### src/rtl/vend_pkg.sv
// Shared definitions for the vending controller: FSM state encoding and coin values.
package vend_pkg;

  typedef enum logic [1:0] {
    IDLE   = 2'd0,
    CREDIT = 2'd1,
    VEND   = 2'd2,
    CHANGE = 2'd3
  } state_t;

  // Coin values in nickels.
  localparam int NICKEL  = 1;
  localparam int DIME    = 2;
  localparam int QUARTER = 5;

endpackage

### src/rtl/vend_change.sv
// Change sequencer: after a load, emits one pulse per nickel, each pulse followed by a one-cycle gap.
module vend_change #(
  parameter int CW = 4
) (
  input  logic          CLK,
  input  logic          rst,
  input  logic          load,
  input  logic [CW-1:0] load_count,
  output logic          pulse,
  output logic          step,
  output logic          done
);

  logic [CW-1:0] remaining;

  // step marks the edge at which a new pulse is launched, so the owner of credit can decrement in lockstep.
  assign step = load ? (load_count != '0) : (!pulse && remaining != '0);
  assign done = !pulse && remaining == '0;

  always_ff @(posedge CLK) begin
    // NOTE: sequential state uses non-blocking assignments so every register samples pre-edge values.
    if (rst) begin
      pulse     <= 1'b0;
      remaining <= '0;
    end else if (load) begin
      pulse     <= (load_count != '0);
      remaining <= (load_count != '0) ? load_count - CW'(1) : '0;
    end else if (pulse) begin
      pulse <= 1'b0;
    end else if (remaining != '0) begin
      pulse     <= 1'b1;
      remaining <= remaining - CW'(1);
    end
  end

endmodule

### src/rtl/vend_ctrl.sv
// Vending machine controller: coin credit, product selection, vend and change return.
module vend_ctrl
  import vend_pkg::*;
#(
  parameter int N_PROD     = 2,
  parameter int PRICE      = 9,
  parameter int MAX_CREDIT = 13,
  parameter int CW         = 4
) (
  input  logic              CLK,
  input  logic              rst,
  input  logic              ni,
  input  logic              di,
  input  logic              qu,
  input  logic [N_PROD-1:0] sel,
  input  logic              cancel,
  output logic [N_PROD-1:0] give,
  output logic              change,
  output logic              coin_reject,
  output logic [CW-1:0]     credit,
  output logic              busy
);

  localparam int            CW1     = CW + 1;
  localparam logic [CW-1:0] PRICE_C = CW'(PRICE);
  localparam logic [CW:0]   MAX_C   = CW1'(MAX_CREDIT);

  state_t            state;
  logic              coin_any;
  logic [CW:0]       coin_val;
  logic [CW:0]       coin_sum;
  logic [N_PROD-1:0] sel_low;
  logic              chg_load;
  logic              chg_step;
  logic              chg_done;

  always_comb begin
    // NOTE: every always_comb output gets a default first so no path infers a latch.
    coin_val = '0;
    if (qu)      coin_val = CW1'(QUARTER);
    else if (di) coin_val = CW1'(DIME);
    else if (ni) coin_val = CW1'(NICKEL);
    coin_any = qu | di | ni;
    coin_sum = {1'b0, credit} + coin_val;
  end

  // Isolate the lowest set request bit.
  assign sel_low = sel & (~sel + N_PROD'(1));

  assign chg_load = !rst && ((state == CREDIT && cancel) || (state == VEND && credit != '0));

  vend_change #(.CW(CW)) u_change (
    .CLK        (CLK),
    .rst        (rst),
    .load       (chg_load),
    .load_count (credit),
    .pulse      (change),
    .step       (chg_step),
    .done       (chg_done)
  );

  always_ff @(posedge CLK) begin
    if (rst) begin
      state       <= IDLE;
      credit      <= '0;
      give        <= '0;
      coin_reject <= 1'b0;
      busy        <= 1'b0;
    end else begin
      give        <= '0;
      coin_reject <= 1'b0;
      unique case (state)
        IDLE, CREDIT: begin
          if (cancel && state == CREDIT) begin
            state  <= CHANGE;
            busy   <= 1'b1;
            credit <= credit - CW'(1);
          end else if (coin_any) begin
            if (coin_sum <= MAX_C) begin
              credit <= coin_sum[CW-1:0];
              state  <= CREDIT;
            end else begin
              coin_reject <= 1'b1;
            end
          end else if (sel != '0 && credit >= PRICE_C) begin
            give   <= sel_low;
            credit <= credit - PRICE_C;
            state  <= VEND;
            busy   <= 1'b1;
          end
        end
        VEND: begin
          coin_reject <= coin_any;
          if (credit != '0) begin
            state  <= CHANGE;
            credit <= credit - CW'(1);
          end else begin
            state <= IDLE;
            busy  <= 1'b0;
          end
        end
        CHANGE: begin
          coin_reject <= coin_any;
          if (chg_step) credit <= credit - CW'(1);
          if (chg_done) begin
            state <= IDLE;
            busy  <= 1'b0;
          end
        end
      endcase
    end
  end

endmodule

### config.mk
export PLATFORM = sky130hd
export DESIGN_NAME = vend_ctrl
export DESIGN_NICKNAME = d
export VERILOG_FILES = /design/src/rtl/vend_pkg.sv /design/src/rtl/vend_change.sv /design/src/rtl/vend_ctrl.sv
export SDC_FILE = /design/constraint.sdc
export NUM_CORES = 1
export LEC_CHECK = 0
export BUFFER_PORTS_ARGS = -buffer_cell sky130_fd_sc_hd__buf_2
export CAP_MARGIN = 20
export CORE_UTILIZATION = 50
export CTS_CLUSTER_DIAMETER = 200
export DETAILED_ROUTE_END_ITERATION = 12
export GPL_TIMING_DRIVEN = 0
export PLACE_DENSITY = 0.78
export SYNTH_ARGS = -nofsm -noshare
export SYNTH_HDL_FRONTEND = slang
export SYNTH_HIERARCHICAL = 1
export SYNTH_SLANG_ARGS = --single-unit
### constraint.sdc
create_clock -name CLK -period 2.5 [get_ports CLK]
set_input_delay 0.125 -clock CLK [delete_from_list [all_inputs] [get_ports CLK]]
set_output_delay 0.125 -clock CLK [all_outputs]
set_load 0.05 [all_outputs]
### After elaboration in Yosys (flattened, before gate mapping)

Cells that the tools add are included.

* magnitude comparators: 2
* reduce and logical (&&, ||, !) cells: 22
* mux-type cells: 35
* bitwise operators: 6
* eq/ne operators: 12
* $add $sub $neg: 5

Operators by type and width (number)
* two-way mux 4 bit: 10
* two-way mux 2 bit: 7
* two-way mux 1 bit: 13
* one-hot mux 4 bit (3 select lines): 1
* inequality test 4 bit (second input constant): 2
* AND reduction 4 bit: 2
* nonzero test 4 bit: 2
* subtractor 4 x 1 -> 4 bit (second input constant): 2
* logical AND 1 bit: 6
* inequality test 2 bit (second input constant): 3
* inequality test 3 bit (second input constant): 2
* one-hot mux 2 bit (3 select lines): 1
* adder 4 x 5 -> 5 bit: 1
* <= comparator 5 x 4 -> 1 bit (second input constant): 1
* OR reduction 5 bit: 1
* equality test 2 bit (second input constant): 2
* >= comparator 4 bit (second input constant): 1
* logical NOT 4 bit: 1
* inequality test 2 x 1 -> 1 bit (second input constant): 2
* nonzero test 2 bit: 2
* OR reduction 2 bit: 2
* subtractor 4 bit (second input constant): 1
* two-way mux 3 bit: 1
* one-hot mux 1 bit (3 select lines): 1
* 12 further kinds: 15

* logic and storage cells: 89
* flip-flop bits (word level): 15
* output and inout port bits: 9

### Logic depth before layout (Yosys ltp)

Gate-level depths: netlist (run 1).

* word-level depth: 9
* depth in mapped cells: 14
* gate-level depth less buffers: 13

### Cells and area by module

The synthesis (run 1) kept the hierarchy.

Modules (own cells, without submodules)
* vend_ctrl: cells each 97, times used 1, area an instance 818.3 µm²
* vend_change: cells each 48, times used 1, area an instance 365.4 µm²

### Worst setup path after synthesis (run 1)

No wires, ideal clock.

* path kind: register -> register
* from: register credit[1]
* to: register credit[3]
* cell stages (with the launch flop): 14
* arrival time: 2.990 ns
* required time: 2.377 ns
* path slack: -0.613 ns
* cells stage by stage: dfxtp_1 inv_1 ha_1 inv_1 o311ai_0 a21oi_1 buf_2 inv_1 o21ai_0 and2_1 nor2b_1 o21a_1 a2111oi_4 mux2_1

* word-level cells in the longest chain between the ends: 7
* elaborated cells on any way between the ends: 23
* classes of those cells: add/sub: 3; order compare: 2; eq/ne: 4; mux: 8; reduce/logical: 6

Ends and longest elaborated chain
* from (decl): line vend_ctrl.sv:20 `output logic [CW-1:0] credit,`
* from (signal assigned): line vend_ctrl.sv:77 `credit <= credit - CW'(1);`
* from (signal assigned): line vend_ctrl.sv:80 `credit <= coin_sum[CW-1:0];`
* from (signal assigned): line vend_ctrl.sv:87 `credit <= credit - PRICE_C;`
* nonzero test 4 bit: line vend_ctrl.sv:50 `assign chg_load = !rst && ((state == CREDIT && cancel) || (state == VEND && credit != '0));`
* logical AND 1 bit: line vend_ctrl.sv:50
* logical OR 1 bit: line vend_ctrl.sv:50
* logical AND 1 bit: line vend_ctrl.sv:50
* via chg_load: line vend_ctrl.sv:33 `logic chg_load;`
* two-way mux 1 bit: line vend_change.sv:17 `assign step = load ? (load_count != '0) : (!pulse && remaining != '0);`
* via chg_step: line vend_ctrl.sv:34 `logic chg_step;`
* inequality test 2 bit (no line)
* AND reduction 4 bit (no line)

The timed path passes the listed nets, and every way through them passes these cells. The select of a mux whose other input is x is not followed.
A chain may end at the register's enable or synchronous reset.

### Final worst setup path (run 1)

* from: register credit[0]
* to: register credit[3]

* word-level cells in the longest chain between the ends: 7
* elaborated cells on any way between the ends: 23
* classes of those cells: add/sub: 3; order compare: 2; eq/ne: 4; mux: 8; reduce/logical: 6

Ends and longest elaborated chain
* parallel branches: the longest is 7 deep, another holds adder 4 x 5 -> 5 bit

Several ways; the timed one is not identified. The select of a mux whose other input is x is not followed.

==> results of run 1 <==
critical path, delay by kind of cell (launching register included):
kind,cells,cell delay (ps)
adder cells (fa/ha/maj),2,610
multiplexers,1,330
XOR/XNOR,1,180
AO/OA/AOI/OAI,3,850
flip-flops,1,380
Yosys cell counts (2+ instances only):
library cell / instances
o211ai_1: 4
dfxtp_1: 15
o21ai_0: 7
a211o_1: 2
a211oi_1: 4
ha_1: 6
nand4_1: 2
nand2_1: 9
clkbuf_1: 2
inv_1: 10
o21ai_1: 2
nor2_1: 10
a21o_1: 4
o21a_1: 2
a31oi_1: 2
nor4b_1: 2
a21oi_1: 10
and2_1: 3
nor3_1: 6
nor3b_1: 2
nor2b_1: 5
nor4_1: 2
buf_2: 2
nand3_1: 4
cells by family (layout without fill, tap and decap cells):
group	after synthesis	after routing	share of synthesized area, %
compound gates	54	54	34.89
xor+xnor	2	2	1.480
flops	15	15	25.37
mux	1	1	0.9513
simple gates	52	52	24.63
buf+inv	14	43	4.652
fa+ha+maj	7	7	8.034
path summary, 6_finish.rpt:
path                                            start               endpoint  slack (ps)
worst max register to register              credit[0]              credit[3]          60
worst min-delay path                           sel[0]                give[0]          60
worst min register to register  u_change/remaining[1]  u_change/remaining[1]         530
worst max-delay path                        credit[0]              credit[3]          60
sequential cells by signal, summed over array words and instances, names as in the netlist:
| signal | cells |
|---|---|
| coin_reject | 1 |
| give | 2 |
| state | 2 |
| u_change/pulse | 1 |
| u_change/remaining | 4 |
| busy | 1 |
| credit | 4 |
layout make-up:
class | count | area, um^2 | share of cell area, %
Inverter | 10 | 37.54 | 2.573
Tap cell | 28 | 35.03 | 2.401
Sequential cell | 15 | 311.5 | 21.36
Buffer | 3 | 20.02 | 1.372
Timing Repair Buffer | 26 | 152.6 | 10.46
Multi-Input combinational cell | 116 | 875.8 | 60.03
Clock buffer | 4 | 26.28 | 1.801
routing by layer:
metal	part of all wire, %	vias to the layer above	GRT usage [%]
met5	0	-	0
met4	1.1	0	6.019
met3	7.7	8	3.939
met2	48	59	42.22
met1	43	599	35.04
li1	-	611	-
metrics by stage:
step	TNS [ps]	power [W]	setup WS (ps)
after CTS	0	0.001841	3.209
after global placement	-334.1	0.001594	-247.4
after global routing	-7.448	0.002079	-6.059
after floorplan	0	0.001390	13.09
final	0	0.001931	57.58
after detailed placement	-725.4	0.001622	-314.7
report_power, final:
group          internal [W]  switching (W)  leakage [nW]  total (W)
clock network     0.0000620      0.0000858        0.0150   0.000148
logic              0.000558       0.000742         0.489    0.00130
registers          0.000336       0.000146         0.126   0.000482
total              0.000957       0.000974         0.630    0.00193
what timing repair did:
action / CTS / global route
cloned: 0 / 1
gates resized for setup: 4 / 6
setup buffers: 5 / 4
setup endpoints to repair: 4 / 4
pin swaps: 1 / 3
==> flow_summary.ini, run 1 <==
[sta]
fin_hold_ws_ps = 60.39
fmax_ghz = 0.4094
worstMarginPinSlew_ps = 655.9
fin_crit_ps = 2442
maxSlewViolCount = 0
timing.final.crit_share_pct = 97.70
setup_viol = 0
max_slew_margin_pct = 56.28
hold_viol = 0
clock_skew_ps = 2.311

[route]
first_pass_iters = 4
avgViaCountPerCell = 6.322
drc = 0
drt_iter0_drc = 49
via_count = 1277
ant_nets = 0
wl_um = 3179
routedWlPerCell_um = 15.74

[clock_tree]
clockRootBuffer = clkbuf_4
cts_buffers = 3
clk_path_buf_depth = 2
numClockSinks = 15
cts_tree = built
h-tree-depth = 1
clock_latency_ps = 290
clk_pin_slew_ps = 100
ctsHoldBuffers = 0

[worst_setup_path]
cp.arrival_ps = 2630
critPathKind = reg -> reg
cpPeakStageDelay_ps = 380
worstSetupEndpointType = flop
critPathMaxFanout = 8
cp.required_ps = 2680
cp_slowest_cell = dfxtp_4
cp_cell_sequence = ha_1, fa_2, xor2_1, a22o_1, a31o_4, a2111oi_4, mux2_4
reg2reg_depth = 7
critPathLaunchType = flop

[cells_and_area]
antenna_cells = 0
mostFrequentLayoutCell = buf_2
post_layout_nonfiller_instances = 202
final_core_util_pct = 65.95
drive_gt1_share_pct = 30.46
fillers = 188
area_growth_pct = 23.26
most-common-layout-cells = 18 x buf_2, 10 x nor2_1, 10 x dfxtp_1
postLayoutCellArea_um2 = 1459
finalNetCount = 190

[global_route]
track_usage_pct = 25.73
grt_pass1_vias = 1140
overflow = 0
grt_start_max_net_pins = 14
grt_pass1_wl_um = 5064
antenna_found_initial = 0

[synth]
yosysSeqAreaShare_pct = 25.37
syn_inst = 145
synth.top_cell.area_share_pct = 25.37
synth_area_per_cell_um2 = 8.163
async_flop_share_pct = 0
synth_nets = 160
ys_ff_latch = 15
synth.area.top_cells = dfxtp_1 25%, ha_1 6.3%, a21oi_1 4.2%, inv_1 3.2%, nor2_1 3.2%
yosysWarnings = 6
yosysTopAreaCell = dfxtp_1
synth.distinct_cells = 52
syn-cell-area_um2 = 1184
synth_flop_cell = dfxtp_1
synth-edff-count = 0

[power_and_ir_drop]
p_leak_nw = 0.6298
ir_worst_vdd_mv = 0.7103
p_per_area_nw_per_um2 = 1323

[place]
postPlaceCellArea_um2 = 1335
placedCellCount = 189
portBuffers = 16
hpwl_um = 2172
gp_congestion = 0.8560

[floorplan]
die_area_um2 = 2566
start_util_pct = 53.51
io_pins = 17
die_w_um = 50.66
fp-row-count = 17
die_y_um = 50.66
core_region_area_um2 = 2212

[hold_path]
holdPathStages = 2
hold_class = in -> reg

[run_status]
outcome = finished clean

[run]
maxCapViolations = 0
No activity file was read; power rests on OpenSTA's default activity.
==> run 2: changes to the inputs <==
--- a/config.mk
+++ b/config.mk
@@ -11,6 +11,7 @@
 export CTS_CLUSTER_DIAMETER = 200
 export DETAILED_ROUTE_END_ITERATION = 12
 export GPL_TIMING_DRIVEN = 0
+export MAX_ROUTING_LAYER = met4
 export PLACE_DENSITY = 0.78
 export SYNTH_ARGS = -nofsm -noshare
 export SYNTH_HDL_FRONTEND = slang
==> run 2 against run 1 <==
Against the previous run: wire length up 0.75%; design area unchanged; sequential cell count unchanged; first-iteration DRC count increased by 14%; setup slack worse by 3.4 ps; clock skew is 1.2 ps lower; largest power group unchanged; combinational power is essentially flat; worst hold slack got worse by 4.2 ps.
==> flow_summary.ini, run 2 (same netlist as run 1, synthesis figures left out) <==
[route]
routedWlPerCell_um = 15.86
drt_iter0_drc = 56
ant_nets = 0
avgViaCountPerCell = 6.426
first_pass_iters = 4
via_count = 1298
wl_um = 3203
drc = 0

[global_route]
grt_pass1_vias = 1141
track_usage_pct = 26.42
overflow = 0
antenna_found_initial = 0
grt_pass1_wl_um = 5064
grt_start_max_net_pins = 14

[cells_and_area]
drive_gt1_share_pct = 30.46
area_growth_pct = 23.26
largestRegisters = credit x4, u_change/remaining x4
finalNetCount = 190
fillers = 188
most-common-layout-cells = 18 x buf_2, 10 x nor2_1, 10 x dfxtp_1
post_layout_nonfiller_instances = 202
multi_input_area_um2 = 875.8
postLayoutCellArea_um2 = 1459
seq_area_um2 = 311.5
mostFrequentLayoutCell = buf_2
antenna_cells = 0

[floorplan]
io_pins = 17
die_area_um2 = 2566
core_region_area_um2 = 2212
die_w_um = 50.66
start_util_pct = 53.51
die_y_um = 50.66
fp-row-count = 17

[worst_setup_path]
critPathLaunchType = flop
worstSetupEndpointType = flop
critPathKind = reg -> reg
cp.required_ps = 2690
critPathMaxFanout = 8
cp.arrival_ps = 2630

[clock_tree]
clk_path_buf_depth = 2
cts_buffers = 3
cts_tree = built
clk_pin_slew_ps = 100
ctsHoldBuffers = 0
h-tree-depth = 1
clock_latency_ps = 290
numClockSinks = 15
clockRootBuffer = clkbuf_4

[sta]
hold_viol = 0
setup_viol = 0
timing.final.crit_share_pct = 97.83
max_slew_margin_pct = 55.93
maxSlewViolCount = 0
fin_crit_ps = 2446
clock_skew_ps = 1.115
fmax_ghz = 0.4089
fin_hold_ws_ps = 56.19
worstMarginPinSlew_ps = 661.0

[place]
hpwl_um = 2172
postPlaceCellArea_um2 = 1335
portBuffers = 16
gp_congestion = 0.8697
placedCellCount = 189

[power_and_ir_drop]
p_int_w = 0.0009574
p_per_area_nw_per_um2 = 1328
switching_power_w = 0.0009803
pwr-share-clk_pct = 7.7
swShare_pct = 50.59
p_leak_nw = 0.6298
ir_worst_vdd_mv = 0.7104
comb_power_share_pct = 67.4
power_frac_seq_pct = 24.9

[run]
maxCapViolations = 0

[run_status]
outcome = finished clean

[hold_path]
hold_class = in -> reg
-- run 2: area by class of cell --
| type | instances | share of cell area (%) |
|---|---|---|
| plain buffers | 3 | 1.372 |
| clock buffers | 4 | 1.801 |
| flip-flops and latches | 15 | 21.36 |
| repair buffers | 26 | 10.46 |
| well taps | 28 | 2.401 |
| inverters | 10 | 2.573 |
| multi-input cells | 116 | 60.03 |
-- run 2: per-layer routing --
layer	wire (um)	global-route usage, %	vias up
li1	-	-	616
met1	1406	35.04	607
met2	1477	42.22	59
met3	235	3.939	16
met4	83	6.019	0
met5	0	-	-
-- run 2: worst paths after layout --
check / from / to / slack [ps] / depth (start not counted)
setup / recovery: credit[0] / credit[3] / 50 / 7
hold / removal: sel[0] / give[0] / 60 / 2
setup reg to reg: credit[0] / credit[3] / 50 / 7
hold reg to reg: u_change/remaining[1] / u_change/remaining[1] / 530 / 2
-- run 2: power by group through the flow --
stage / combinational [W] / clock, W / sequential (W)
CTS: 0.00122 / 0.000147 / 0.000472
global placement: 0.00110 / 0 / 0.000499
finish: 0.00131 / 0.000149 / 0.000482
global route: 0.00142 / 0.000165 / 0.000498
floorplan: 0.000772 / 0 / 0.000618
detailed placement: 0.00112 / 0 / 0.000505
-- run 2: stage by stage --
step | util (%) | setup slack, ps | total power [W] | setup TNS [ps]
floorplan | - | 13.09 | 0.001390 | 0
CTS | 63.74 | 3.209 | 0.001841 | 0
finish | 65.95 | 54.17 | 0.001938 | 0
detailed placement | 60.35 | -314.7 | 0.001622 | -725.4
global placement | 60.35 | -247.4 | 0.001594 | -334.1
global route | 65.95 | -6.059 | 0.002080 | -7.447
-- run 2: critical path: stages (launching register included) --
cell	delay (ps)
dfxtp_4	380
ha_1	230
fa_2	380
xor2_1	180
a22o_1	260
a31o_4	280
a2111oi_4	310
mux2_4	330
-- run 2: timing repair --
action / in CTS / in global routing
resized for setup: 4 / 6
setup buffers: 5 / 4
endpoints found under the setup margin: 4 / 4
pin swaps: 1 / 3
gates cloned: 0 / 1
hold endpoints to repair: 0 / 0
